===== src/rtl/alu_pkg.sv =====
// Shared ALU control codes and arbiter state encoding.
package alu_pkg;

    localparam logic [2:0] ALU_NOP = 3'b000;
    localparam logic [2:0] ALU_ADD = 3'b011;
    localparam logic [2:0] ALU_SUB = 3'b100;
    localparam logic [2:0] ALU_OR  = 3'b101;
    localparam logic [2:0] ALU_AND = 3'b110;
    localparam logic [2:0] ALU_SHL = 3'b111;

    typedef enum logic [1:0] {
        IDLE = 2'd0,
        EXEC = 2'd1,
        DONE = 2'd2
    } state_t;

endpackage


===== src/rtl/alu_arbiter_if.sv =====
// Requester, ALU and completion signals of the ALU arbiter.
// slave: the arbiter side; master: the requesters plus the ALU.
interface alu_arbiter_if #(
    parameter int unsigned n = 32
);
    logic         req0;
    logic [2:0]   op0;
    logic [n-1:0] a0;
    logic [n-1:0] b0;
    logic         req1;
    logic [2:0]   op1;
    logic [n-1:0] a1;
    logic [n-1:0] b1;
    logic [2:0]   alu_ctrl;
    logic [n-1:0] alu_opa;
    logic [n-1:0] alu_opb;
    logic [n-1:0] alu_result;
    logic         alu_zero;
    logic [n-1:0] result;
    logic         zero;
    logic         done0;
    logic         done1;
    logic         busy;

    modport slave (
        input  req0, op0, a0, b0, req1, op1, a1, b1, alu_result, alu_zero,
        output alu_ctrl, alu_opa, alu_opb, result, zero, done0, done1, busy
    );

    modport master (
        output req0, op0, a0, b0, req1, op1, a1, b1, alu_result, alu_zero,
        input  alu_ctrl, alu_opa, alu_opb, result, zero, done0, done1, busy
    );
endinterface


===== src/rtl/alu_arbiter_rr_pick2.sv =====
// Two-way round-robin picker: on a tie the requester that did not win last time wins.
module rr_pick2 (
    input  logic req0,
    input  logic req1,
    input  logic last,
    output logic grant_valid,
    output logic winner
);
    // Single request wins outright; a tie goes to the one that is not last.
    always_comb begin
        grant_valid = req0 | req1;
        winner      = 1'b0;
        if (req0 && req1) begin
            winner = ~last;
        end else if (req1) begin
            winner = 1'b1;
        end
    end
endmodule


===== src/rtl/alu_arbiter.sv =====
// Shares one combinational ALU between two requesters: grant, drive for one
// cycle, register the result and pulse done to the winner.
module alu_arbiter
    import alu_pkg::*;
#(
    parameter int unsigned n = 32
) (
    input  logic           clk,
    input  logic           rst,
    alu_arbiter_if.slave   bus
);
    state_t       state;
    logic         last;
    logic         owner;
    logic [2:0]   op_r;
    logic [n-1:0] opa_r;
    logic [n-1:0] opb_r;
    logic [n-1:0] result_r;
    logic         zero_r;
    logic         done0_r;
    logic         done1_r;
    logic         grant_valid;
    logic         winner;

    rr_pick2 u_pick (
        .req0        (bus.req0),
        .req1        (bus.req1),
        .last        (last),
        .grant_valid (grant_valid),
        .winner      (winner)
    );

    // Arbitration FSM: IDLE grants and latches, EXEC captures the ALU, DONE pulses.
    always_ff @(posedge clk) begin
        if (rst) begin
            state    <= IDLE;
            last     <= 1'b1;
            owner    <= 1'b0;
            op_r     <= ALU_NOP;
            opa_r    <= '0;
            opb_r    <= '0;
            result_r <= '0;
            zero_r   <= 1'b0;
            done0_r  <= 1'b0;
            done1_r  <= 1'b0;
        end else begin
            case (state)
                IDLE: begin
                    if (grant_valid) begin
                        op_r  <= winner ? bus.op1 : bus.op0;
                        opa_r <= winner ? bus.a1  : bus.a0;
                        opb_r <= winner ? bus.b1  : bus.b0;
                        owner <= winner;
                        last  <= winner;
                        state <= EXEC;
                    end
                end
                EXEC: begin
                    result_r <= bus.alu_result;
                    zero_r   <= bus.alu_zero;
                    if (owner) begin
                        done1_r <= 1'b1;
                    end else begin
                        done0_r <= 1'b1;
                    end
                    state <= DONE;
                end
                DONE: begin
                    done0_r <= 1'b0;
                    done1_r <= 1'b0;
                    state   <= IDLE;
                end
                default: state <= IDLE;
            endcase
        end
    end

    // ALU sees the latched operation only during EXEC; otherwise a NOP with zero operands.
    always_comb begin
        bus.alu_ctrl = ALU_NOP;
        bus.alu_opa  = '0;
        bus.alu_opb  = '0;
        if (state == EXEC) begin
            bus.alu_ctrl = op_r;
            bus.alu_opa  = opa_r;
            bus.alu_opb  = opb_r;
        end
    end

    assign bus.result = result_r;
    assign bus.zero   = zero_r;
    assign bus.done0  = done0_r;
    assign bus.done1  = done1_r;
    assign bus.busy   = (state != IDLE);

endmodule

===== src/flat_wrapper.sv =====
// flat-port wrapper written by rule: the top's interface ports become plain ports
module alu_arbiter_flat import alu_pkg::*;
#(
    parameter int unsigned n = 32
)
  (clk, rst, bus_req0, bus_op0, bus_a0, bus_b0, bus_req1, bus_op1, bus_a1, bus_b1, bus_alu_result, bus_alu_zero, bus_alu_ctrl, bus_alu_opa, bus_alu_opb, bus_result, bus_zero, bus_done0, bus_done1, bus_busy);
  alu_arbiter_if #(.n(n)) bus_i ();
  input  logic clk;
  input  logic rst;
  input wire logic [$bits(bus_i.req0)-1:0] bus_req0;
  input wire logic [$bits(bus_i.op0)-1:0] bus_op0;
  input wire logic [$bits(bus_i.a0)-1:0] bus_a0;
  input wire logic [$bits(bus_i.b0)-1:0] bus_b0;
  input wire logic [$bits(bus_i.req1)-1:0] bus_req1;
  input wire logic [$bits(bus_i.op1)-1:0] bus_op1;
  input wire logic [$bits(bus_i.a1)-1:0] bus_a1;
  input wire logic [$bits(bus_i.b1)-1:0] bus_b1;
  input wire logic [$bits(bus_i.alu_result)-1:0] bus_alu_result;
  input wire logic [$bits(bus_i.alu_zero)-1:0] bus_alu_zero;
  output wire logic [$bits(bus_i.alu_ctrl)-1:0] bus_alu_ctrl;
  output wire logic [$bits(bus_i.alu_opa)-1:0] bus_alu_opa;
  output wire logic [$bits(bus_i.alu_opb)-1:0] bus_alu_opb;
  output wire logic [$bits(bus_i.result)-1:0] bus_result;
  output wire logic [$bits(bus_i.zero)-1:0] bus_zero;
  output wire logic [$bits(bus_i.done0)-1:0] bus_done0;
  output wire logic [$bits(bus_i.done1)-1:0] bus_done1;
  output wire logic [$bits(bus_i.busy)-1:0] bus_busy;
  assign bus_i.req0 = bus_req0;
  assign bus_i.op0 = bus_op0;
  assign bus_i.a0 = bus_a0;
  assign bus_i.b0 = bus_b0;
  assign bus_i.req1 = bus_req1;
  assign bus_i.op1 = bus_op1;
  assign bus_i.a1 = bus_a1;
  assign bus_i.b1 = bus_b1;
  assign bus_i.alu_result = bus_alu_result;
  assign bus_i.alu_zero = bus_alu_zero;
  assign bus_alu_ctrl = bus_i.alu_ctrl;
  assign bus_alu_opa = bus_i.alu_opa;
  assign bus_alu_opb = bus_i.alu_opb;
  assign bus_result = bus_i.result;
  assign bus_zero = bus_i.zero;
  assign bus_done0 = bus_i.done0;
  assign bus_done1 = bus_i.done1;
  assign bus_busy = bus_i.busy;
  alu_arbiter #(.n(n)) u_core (.clk(clk), .rst(rst), .bus(bus_i));
endmodule

===== config.mk =====
export PLATFORM = sky130hd
export DESIGN_NAME = alu_arbiter_flat
export DESIGN_NICKNAME = d
export VERILOG_FILES = /design/src/rtl/alu_pkg.sv /design/src/rtl/alu_arbiter_if.sv /design/src/rtl/alu_arbiter_rr_pick2.sv /design/src/rtl/alu_arbiter.sv /design/src/flat_wrapper.sv
export SDC_FILE = /design/constraint.sdc
export NUM_CORES = 1
export LEC_CHECK = 0
export BUFFER_PORTS_ARGS = -buffer_cell sky130_fd_sc_hd__clkbuf_2
export CORE_MARGIN = 2
export CORE_UTILIZATION = 46
export CTS_BUF_LIST = sky130_fd_sc_hd__clkbuf_2 sky130_fd_sc_hd__clkbuf_4 sky130_fd_sc_hd__clkbuf_8
export DETAILED_ROUTE_END_ITERATION = 8
export PLACE_DENSITY = 0.87
export RECOVER_POWER = 100
export SLEW_MARGIN = 20
export SYNTH_ARGS = -nofsm -noshare
export SYNTH_HDL_FRONTEND = slang
export SYNTH_SLANG_ARGS = --single-unit
export TNS_END_PERCENT = 30

===== constraint.sdc =====
create_clock -name clk -period 1.75 [get_ports clk]
set_input_delay 0.525 -clock clk [delete_from_list [all_inputs] [get_ports clk]]
set_output_delay 0.525 -clock clk [all_outputs]
set_load 0.02 [all_outputs]

# Word-level counts from Yosys, hierarchy flattened
# Cells that the tools add are included.
# totals
elab_cells	38
in_bits	171
regBits	106
output_inout_bits	103
# classes
muxes	14
n_eq_ne	5
bitwise_logic	2
n_reduce_logical	7
# op_table
cell	n
32-bit two-way mux	4
3-bit two-way mux	2
2-bit AND reduction	3
1-bit two-way mux	4
2-bit by 1-bit != test with 1-bit output (second input constant)	2
1-bit one-hot mux with 2 select lines	2
2-bit one-hot mux with 2 select lines	1
2-bit nonzero test	2
2-bit by 1-bit == test with 1-bit output (second input constant)	1
2-bit == test (second input constant)	1
2-bit logical NOT	1
2-bit two-way mux	1
2-bit != test (second input constant)	1
1-bit logical AND	1
1-bit inverter	1
1-bit bitwise OR	1

# Depth between registers and ports, before layout
# Gate-level depths: netlist of the first run.
# logic_depth
word_depth	3
ltp_mapped	6
ltp_nobuf	4

# Modules after synthesis
# Synthesis of the first run repeated with hierarchy kept, for this count alone.
# hier_totals
cells_unflattened	469
hier_area_um2	4672.0
# modules_own_cells
module	cells_each	n_inst	area_each_um2
alu_arbiter	467	1	4658.2
rr_pick2	2	1	13.8

# Least setup slack after synthesis of the first run
# No wires, ideal clock.
# synth_timing
path_kind	reg2out
from	register u_core.state[0]
to	output port bus_alu_opa[12]
arrival_time_ps	1168
n_path_buf	2
setup_slack_ps	57
path_stages_with_launch	5
t_required_ps	1225
path_cell_list	dfxtp_1 nor2b_1 buf_2 clkbuf_1 and2_1
# synth_via
elab_chain_cells	2
# synth_lines
element	line_no	source
start, declared	alu_arbiter.sv:12	state_t state;
start signal, assigned	alu_arbiter.sv:36	state <= IDLE;
start signal, assigned	alu_arbiter.sv:55	state <= EXEC;
start signal, assigned	alu_arbiter.sv:66	state <= DONE;
2-bit by 1-bit == test with 1-bit output	alu_arbiter.sv:83	if (state == EXEC) begin
32-bit two-way mux	alu_arbiter.sv:83	
end, declared	flat_wrapper.sv:21	output wire logic [$bits(bus_i.alu_opa)-1:0] bus_alu_opa;
# No other way between the ends.

# Final worst setup path of the first run
# layout_timing
from	register u_core.state[0]
to	output port bus_alu_opa[6]
# The elaborated chain is that of the path after synthesis.

==> summary.md, run 1 <==
| Metric | Value |
|---|---|
| Placed inst area | `6351 um^2` |
| Worst slack, placed | `0.08645 ns` |
| Die area | `11320 um^2` |
| Finished Layout Cells | `1015` |
| Max-slew headroom | `51.96%` |
| Seq/Total Area, Yosys | `43.98%` |
| DRT Pass-1 Iters | `7` |
| Core area | `10230 um^2` |
| FF-to-FF Start | `u_core.state[1]` |
| CTS max path bufs | `2` |
| Worst reg-to-reg path cell count | `6` |
| Htree depth | `3` |
| Crit. End Element | `output pin` |
| CTS tree | `built` |
| Fmax achieved | `0.5010 GHz` |
| GPL Wtd Cong | `0.8622` |
| Yosys cell types | `23` |
| Post-DRT Antenna Nets | `0` |
| Initial antenna violation count | `0` |
| Clk root buf | `clkbuf_8` |
| Clock transition at path regs | `0.11 ns` |
| Dpl cells | `991` |
| Maximum vdd drop | `0.5242 mV` |
| Critical path startpoint category | `flop` |
| CTS Buf Count | `9` |
| Share of post-route cells with drive strength above 1 | `41.98%` |
| Worst EP arrival | `1.47 ns` |
| Worst Skew | `0.01081 ns` |
| Most frequent cells in the layout | `205 x clkbuf_2, 202 x nand2_1, 105 x dfxtp_1` |
| Power density over cell area | `812.2 nW/um^2` |
| Vias/cell | `5.577` |
| Final WS setup | `-0.2461 ns` |
| Die width | `106.4 um` |
| Worst setup path start | `u_core.state[0]` |
| CTS Hold Bufs | `0` |
| Final min period | `1.996 ns` |
| Ports | `274` |
| Grt ovf | `0` |
| Clock sinks | `106` |
| Post-layout util | `70.80%` |
| CP max FO | `11` |
| Gate Count Post-Synth | `625` |
| Hold Fails Final Rpt | `0` |
| Routed wire length | `16.97 mm` |
| ANT cells | `0` |
| R2r endpoint | `u_core.opa_r[10]` |
| RSZ-0062 raised after global routing | `true` |
| Static Leakage | `3.368 nW` |
| R2R Setup Slk | `-0.01 ns` |
| Outcome | `complete, but fails checks` |
| Starting density of the core | `47.16%` |
| Final Cell Area | `7243 um^2` |
| Crit share post-route | `114.1%` |
| Worst min path class | `in2reg` |
| Commonest non-fill, non-tap cell in the layout | `clkbuf_2` |
| Global-route usage over all layers | `25.89%` |
| Synth Area per Inst | `7.719 um^2` |
| #FFs+latches synth | `106` |
| Number of global-route vias before repair | `4995` |
| Syn Std Cell Area | `4825 um^2` |
| HPWL Detailed | `10.30 mm` |
| Pwr Total | `0.005883 W` |
| Ys Warns | `0` |
| WHS Endpoint | `u_core.bus.result[13]` |
| Vias | `5661` |
| WL per Instance | `16.72 um` |
| Crit Path Category | `reg2out` |
| Setup-failing EPs final | `73` |
| Worst Path Required | `1.22 ns` |
| Hold path start | `bus_alu_result[13]` |
| Failing checks | `setup timing` |
| Area delta synth->final | `50.13%` |
| Clk_lat worst skew | `0.36 ns` |
| Syn Nets | `796` |
| Placement Rows | `37` |
| Slew Viols, Final | `0` |
| Final nets | `1045` |
| Number of max-cap violations | `0` |
| DRC | `0` |
| Hold path depth | `3` |
| Largest net degree at the start of global routing | `71` |
| Port bufs | `273` |
| Wire length of the first global-routing pass | `23.87 mm` |
| Worst-Margin Slew | `0.7207 ns` |
| DR iter-0 viols | `431` |
| DIE HEIGHT | `106.4 um` |
[through the flow]
stage	hold WS, ns	setup TNS [ns]
2_1_floorplan	0.4633	0
3_3_place_gp	0.4417	0
3_5_place_dp	0.4472	0
4_1_cts	0.3606	-15.12
5_1_grt	0.3738	-21.85
6_report	0.3766	-14.17
[state kept, by name (all words and copies together), names as in the netlist]
signal             flops
u_core.bus.done0       1
u_core.bus.done1       1
u_core.bus.result     32
u_core.bus.zero        1
u_core.last            1
u_core.op_r            3
u_core.opa_r          32
u_core.opb_r          32
u_core.owner           1
u_core.state           2
[layout make-up]
type | instances | area [um^2]
Clock buffer | 10 | 131.4
Tap cell | 136 | 170.2
Multi-Input combinational cell | 455 | 2519
Clock inverter | 6 | 50.05
Fill cell | 787 | 2988
Sequential cell | 106 | 2123
Timing Repair Buffer | 301 | 2246
Inverter | 1 | 3.754
[metal layers]
metal	share of wire (%)	global-route usage, %	wire length, um
met1	37	31.37	6299
met5	0	0	0
met2	51	45.51	8690
met3	9.0	5.395	1535
met4	2.6	8.905	442
[report_power, final]
part / internal (W) / total (W) / switching [W]
sequential: 0.00265 / 0.00279 / 0.000140
clock: 0.000554 / 0.00143 / 0.000879
combinational: 0.000760 / 0.00166 / 0.000897
total: 0.00397 / 0.00588 / 0.00192
[worst max-delay path by stage]
stage / to / slack [ns] / cells after the start
CTS: bus_alu_opb[13] / -0.26 / 4
global placement: u_core.opb_r[9] / 0.12 / 5
detailed placement: u_core.opa_r[10] / 0.09 / 5
floorplan: bus_alu_opa[12] / 0.06 / 4
finish: bus_alu_opa[6] / -0.25 / 5
global route: bus_alu_opa[6] / -0.30 / 5
[kinds of logic after synthesis]
kind of cell	after synthesis	synth area share, %
buf+inv	64	6.509
simple gates	281	25.78
compound gates	174	23.73
flops	106	43.98
[critical path: stages (launching register included)]
cell	delay, ns
dfxtp_2	0.34
nor2b_4	0.15
buf_12	0.16
clkbuf_16	0.17
and2_1	0.17
buf_6	0.13
[synthesized netlist by cell type]
cell type | count | share of area [%]
nand2_1 | 202 | 16
dfxtp_1 | 106 | 44
a21oi_1 | 101 | 10
a311oi_1 | 67 | 12
and2_1 | 67 | 8.7
clkbuf_1 | 26 | 2.0
buf_2 | 23 | 2.4
buf_4 | 10 | 1.6
nor2_1 | 5 | 0.39
buf_1 | 3 | 0.23
nand2b_1 | 2 | 0.26
nor2b_1 | 2 | 0.26
a21bo_2 | 1 | 0.21
a21boi_2 | 1 | 0.23
a221o_1 | 1 | 0.21
a22oi_1 | 1 | 0.16
a2bb2oi_1 | 1 | 0.18
buf_6 | 1 | 0.23
inv_2 | 1 | 0.078
nor2_4 | 1 | 0.23
nor3_1 | 1 | 0.10
o21ai_0 | 1 | 0.10
or2_1 | 1 | 0.13
[timing repair]
item                                    in CTS  in global routing
gates resized for setup                     89                145
pin swaps                                    0                 26
gates cloned                                 0                  6
endpoints found under the setup margin      68                 68
buffers inserted                             0                  2
(Power assumes the default switching activity.)
==> run 2, diff against run 1 <==
==> constraint.sdc (replaced) <==
create_clock -name clk -period 1.75 [get_ports clk]
set_input_delay 0.525 -clock clk [delete_from_list [all_inputs] [get_ports clk]]
set_output_delay 0.525 -clock clk [all_outputs]
set_load 0.1 [all_outputs]
==> run 2 against run 1 <==
  * The run still ends with setup timing left
  * Sequential power about the same
  * Sequential cell count unchanged
  * Register-to-register slack about the same
  * Sequential share of layout area down 2.3 points
  * Routed wire length up 1.5%
  * Die area unchanged
  * Global-route usage up 2.8 points
  * Final cell count up 0.30%
  * Combinational power up 55%
  * Clock power up 10%
  * Via count down 1.0%
  * Core utilization up 6.2 points
==> summary.md, run 2 (synthesis results as in run 1) <==
| Metric | Value |
|---|---|
| Top Metal Used | `met4` |
| CTS tree | `built` |
| Wire length of the first global-routing pass | `26.32 mm` |
| Largest net degree at the start of global routing | `49` |
| Clk_lat worst skew | `0.36 ns` |
| HPWL Detailed | `11.91 mm` |
| Post-DRT Antenna Nets | `0` |
| Starting density of the core | `47.16%` |
| WL per Instance | `16.92 um` |
| DRT Pass-1 Iters | `5` |
| Clk root buf | `clkbuf_8` |
| Commonest non-fill, non-tap cell in the layout | `nand2_1` |
| Clock transition at path regs | `0.11 ns` |
| Hold Fails Final Rpt | `0` |
| FF-to-FF Start | `u_core.state[0]` |
| Global-route usage over all layers | `28.71%` |
| Worst-Margin Slew | `0.6204 ns` |
| Maximum vdd drop | `0.5515 mV` |
| Worst min path class | `in2reg` |
| Setup TNS | `-17.56 ns` |
| CTS Buf Count | `9` |
| DIE HEIGHT | `106.4 um` |
| M1 WL | `6.463 mm` |
| Crit Path Category | `reg2out` |
| Final WS setup | `-0.2861 ns` |
| CTS Hold Bufs | `0` |
| Port bufs | `273` |
| Slew Viols, Final | `0` |
| Setup-failing EPs final | `69` |
| Critical path startpoint category | `flop` |
| Final Cell Area | `7875 um^2` |
| ANT cells | `0` |
| Number of global-route vias before repair | `5441` |
| Placement Rows | `37` |
| Worst EP arrival | `1.51 ns` |
| Vias/cell | `5.503` |
| Crit. End Element | `output pin` |
| Metal3 WL | `1.392 mm` |
| Final min period | `2.036 ns` |
| Failing checks | `setup timing` |
| Worst Path Required | `1.22 ns` |
| Die width | `106.4 um` |
| Grt ovf | `0` |
| Worst Skew | `0.01589 ns` |
| CP delay by family, top | `buffers and inverters` |
| Static Leakage | `3.551 nW` |
| Slowest-stage cell, CP | `dfxtp_2` |
| Ports | `274` |
| Worst setup path start | `u_core.state[0]` |
| Number of max-cap violations | `0` |
| Area delta synth->final | `63.23%` |
| Metal2 WL | `8.727 mm` |
| Final nets | `1049` |
| Worst slack, placed | `-0.001916 ns` |
| Clock sinks | `106` |
| Max-slew headroom | `58.64%` |
| RSZ-0062 raised after global routing | `true` |
| Crit share post-route | `116.4%` |
| Worst stage delay on the critical path | `0.34 ns` |
| Pwr Total | `0.006961 W` |
| Outcome | `complete, but fails checks` |
| Vias | `5602` |
| Htree depth | `3` |
| Hold path start | `bus_alu_zero` |
| Placed inst area | `7541 um^2` |
| Power density over cell area | `883.9 nW/um^2` |
| CTS max path bufs | `2` |
| Routed wire length | `17.22 mm` |
| Most frequent cells in the layout | `202 x nand2_1, 200 x clkbuf_2, 104 x dfxtp_1` |
| WP buf/inv | `3` |
| Die area | `11320 um^2` |
| Initial antenna violation count | `0` |
| Crit-path cells | `nor2b_4 -> buf_6 -> clkbuf_16 -> and2_4 -> buf_12` |
| Core area | `10230 um^2` |
| CP max FO | `13` |
| DR iter-0 viols | `487` |
| Share of post-route cells with drive strength above 1 | `44.44%` |
| DRC | `0` |
| Fmax achieved | `0.4911 GHz` |
| Post-layout util | `76.97%` |
| GPL Wtd Cong | `0.8479` |
run 2: cell count changes in the layout (fill, tap and decap cells not counted), moves of 3 or more:
cell	before	now
buf_6	42	5
clkbuf_8	19	10
buf_4	16	11
buf_12	10	77
clkbuf_4	1	4
buf_8	12	0
and2_1	21	0
and2_4	46	67
clkbuf_2	205	200
run 2: per-stage QoR:
step / hold WS, ns / cells
2_1_floorplan: 0.4633 / 625
3_5_place_dp: 0.4486 / 993
4_1_cts: 0.3568 / 1012
3_3_place_gp: 0.4411 / 993
5_1_grt: 0.3691 / 1018
6_report: 0.3735 / 1018
run 2: layer usage:
layer | track usage, % | up-vias
li1 | - | 2648
met1 | 32.53 | 2601
met2 | 51.56 | 304
met3 | 6.009 | 49
met4 | 13.08 | 0
met5 | 0 | -
run 2: layout make-up:
type,count,area (um^2)
Clock buffer,10,137.6
Clock inverter,5,61.31
Fill cell,719,2356
Inverter,1,6.256
Multi-Input combinational cell,455,2564
Sequential cell,106,2125
Tap cell,136,170.2
Timing Repair Buffer,305,2811
run 2: path summary, 6_finish.rpt:
kind                                         endpoint  slack, ns  cells past startpoint
worst max-delay path                  bus_alu_opb[13]      -0.29                      5
worst min-delay path                  u_core.bus.zero       0.37                      3
worst max register to register        u_core.opa_r[7]          0                      5
worst min register to register  u_core.bus.result[26]       0.46                      2
run 2: timing repair:
item / 4_1_cts / 5_1_grt
cloned: 1 / 3
pin swaps: 22 / 22
endpoints found under the setup margin: 68 / 71
buffers inserted: 3 / 3
hold endpoints to repair: 0 / 0
gates resized for setup: 10 / 19
run 2: power breakdown:
part | internal, W | switching, W
Clock | 0.000709 | 0.000874
Sequential | 0.00265 | 0.000143
Combinational | 0.000913 | 0.00167
run 2: worst register-to-register path, cell delays in order, from the launching register on:
cell and delay [ns]:
dfxtp_2 0.33, buf_4 0.13, nor2_1 0.28, buf_6 0.37, a21oi_1 0.17, a311oi_1 0.36
==> run 3, diff against run 2 <==
SKIP_LAST_GASP = 1   (was unset)
==> run 3 against run 2 <==
  * The run still ends with setup timing left
  * Core utilization shrank 0.22 points
  * Sequential cell count is the same
  * Register-to-register slack lost 0.07 ns
  * Critical path depth is the same
  * Die area is the same
  * Clock-buffer cell count is the same
  * Final cell count is the same
  * Final area shrank 0.29%
  * Highest routed layer unchanged
==> summary.md, run 3 (synthesis results as in run 1) <==
| Metric | Value |
|---|---|
| Failing checks | `setup timing` |
| R2R Setup Slk | `-0.07 ns` |
| Setup-failing EPs final | `69` |
| DRT Pass-1 Iters | `5` |
| CP max FO | `13` |
| Hold Fails Final Rpt | `0` |
| Outcome | `complete, but fails checks` |
| WL per Instance | `16.87 um` |
| Worst min path class | `in2reg` |
| Core area | `10230 um^2` |
| Placed inst area | `7541 um^2` |
| Initial antenna violation count | `0` |
| Crit Path Category | `reg2out` |
| Worst reg-to-reg path cell count | `5` |
| Placement Rows | `37` |
| Clock sinks | `106` |
| Wire length of the first global-routing pass | `26.34 mm` |
| Worst Path Required | `1.22 ns` |
| Hold path depth | `3` |
| Power density over cell area | `883.9 nW/um^2` |
| Most frequent cells in the layout | `203 x clkbuf_2, 202 x nand2_1, 105 x dfxtp_1` |
| Hold path start | `bus_alu_zero` |
| Port bufs | `273` |
| DIE HEIGHT | `106.4 um` |
| Die width | `106.4 um` |
| Largest net degree at the start of global routing | `49` |
| CTS Hold Bufs | `0` |
| DR iter-0 viols | `464` |
| Final min period | `2.047 ns` |
| Slew Viols, Final | `0` |
| Share of post-route cells with drive strength above 1 | `44.56%` |
| Area delta synth->final | `62.76%` |
| R2r endpoint | `u_core.opa_r[7]` |
| Vias | `5634` |
| CTS Buf Count | `9` |
| Global-route usage over all layers | `28.76%` |
| GPL Wtd Cong | `0.8479` |
| Crit share post-route | `117.0%` |
| FF-to-FF Start | `u_core.state[1]` |
| Slowest-stage cell, CP | `dfxtp_2` |
| Crit-path cells | `nor2b_4 -> buf_6 -> clkbuf_16 -> and2_2 -> buf_12` |
| Clk root buf | `clkbuf_8` |
| Number of max-cap violations | `0` |
| Final Cell Area | `7853 um^2` |
| HPWL Detailed | `11.91 mm` |
| Final nets | `1049` |
| Die area | `11320 um^2` |
| Maximum vdd drop | `0.5517 mV` |
| Setup TNS | `-18.22 ns` |
| WP buf/inv | `3` |
| Starting density of the core | `47.16%` |
| Worst EP arrival | `1.52 ns` |
| Commonest non-fill, non-tap cell in the layout | `clkbuf_2` |
| WHS Endpoint | `u_core.bus.zero` |
| Clock transition at path regs | `0.11 ns` |
| Vias/cell | `5.534` |
| CTS max path bufs | `2` |
| Grt ovf | `0` |
| DRC | `0` |
| Worst stage delay on the critical path | `0.34 ns` |
| Ports | `274` |
| Max-slew headroom | `59.98%` |
| Critical path startpoint category | `flop` |
| Worst-Margin Slew | `0.6003 ns` |
| ANT cells | `0` |
| RSZ-0062 raised after global routing | `true` |
| Final WS setup | `-0.2970 ns` |
| Worst Skew | `0.01387 ns` |
| Crit. End Element | `output pin` |
| CP delay by family, top | `buffers and inverters` |
| CTS tree | `built` |
| Htree depth | `3` |
| Post-DRT Antenna Nets | `0` |
| Number of global-route vias before repair | `5437` |
| Static Leakage | `3.541 nW` |
| Fmax achieved | `0.4885 GHz` |
| Clk_lat worst skew | `0.36 ns` |
| Routed wire length | `17.17 mm` |
| Pwr Total | `0.006941 W` |
-- run 3: cell count changes in the layout (fill, tap and decap cells not counted), sizes merged --
cell    previous run  this run
buf               97        99
clkbuf           218       216
-- run 3: area by class of cell --
type	count	area, um^2
well taps	136	170.2
repair buffers	305	2809
fillers	724	2379
clock inverters	5	61.31
inverters	1	3.754
flip-flops and latches	106	2123
clock buffers	10	137.6
multi-input cells	455	2547
-- run 3: how the worst max path moves through the flow --
stage | slack, ns | depth (start not counted) | from | to
finish | -0.30 | 5 | u_core.state[0] | bus_alu_opa[10]
global route | -0.35 | 5 | u_core.state[0] | bus_alu_opa[10]
CTS | -0.31 | 5 | u_core.state[0] | bus_alu_opb[18]
detailed placement | -0.002 | 5 | bus_req1 | u_core.opa_r[7]
global placement | 0.10 | 4 | u_core.state[0] | bus_alu_opb[31]
floorplan | -0.11 | 4 | u_core.state[0] | bus_alu_ctrl[0]
-- run 3: per-stage QoR --
step / setup WS, ns / util (%) / instances / hold WS, ns
global placement: 0.1012 / 73.71 / 993 / 0.4411
CTS: -0.3125 / 76.29 / 1012 / 0.3568
global route: -0.3549 / 76.75 / 1018 / 0.3667
floorplan: -0.1056 / - / 625 / 0.4633
detailed placement: -0.001916 / 73.71 / 993 / 0.4486
finish: -0.2970 / 76.75 / 1018 / 0.3749
-- run 3: where the power goes --
part           internal, W  switching [W]  total (W)  leakage (nW)
clock             0.000709       0.000872    0.00158         0.104
sequential         0.00265       0.000141    0.00279         0.876
combinational     0.000902        0.00166    0.00257          2.56
total              0.00426        0.00268    0.00694          3.54
-- run 3: per-layer routing --
layer | global-route usage (%) | wire length [um] | up-vias
li1 | - | - | 2654
met1 | 32.72 | 6381 | 2604
met2 | 51.47 | 8611 | 315
met3 | 5.947 | 1410 | 61
met4 | 13.27 | 766 | 0
met5 | 0 | 0 | -
-- run 3: worst register-to-register path: stages (launching register included) --
cell,delay (ns)
dfxtp_1,0.35
buf_4,0.14
nor2_1,0.18
buf_4,0.45
a21oi_1,0.19
a311oi_1,0.38
-- run 3: timing repair --
action,in CTS,in global routing
setup endpoints to repair,68,73
cloned,1,3
buffers inserted,3,3
gates resized for setup,6,3
pin swaps,0,6
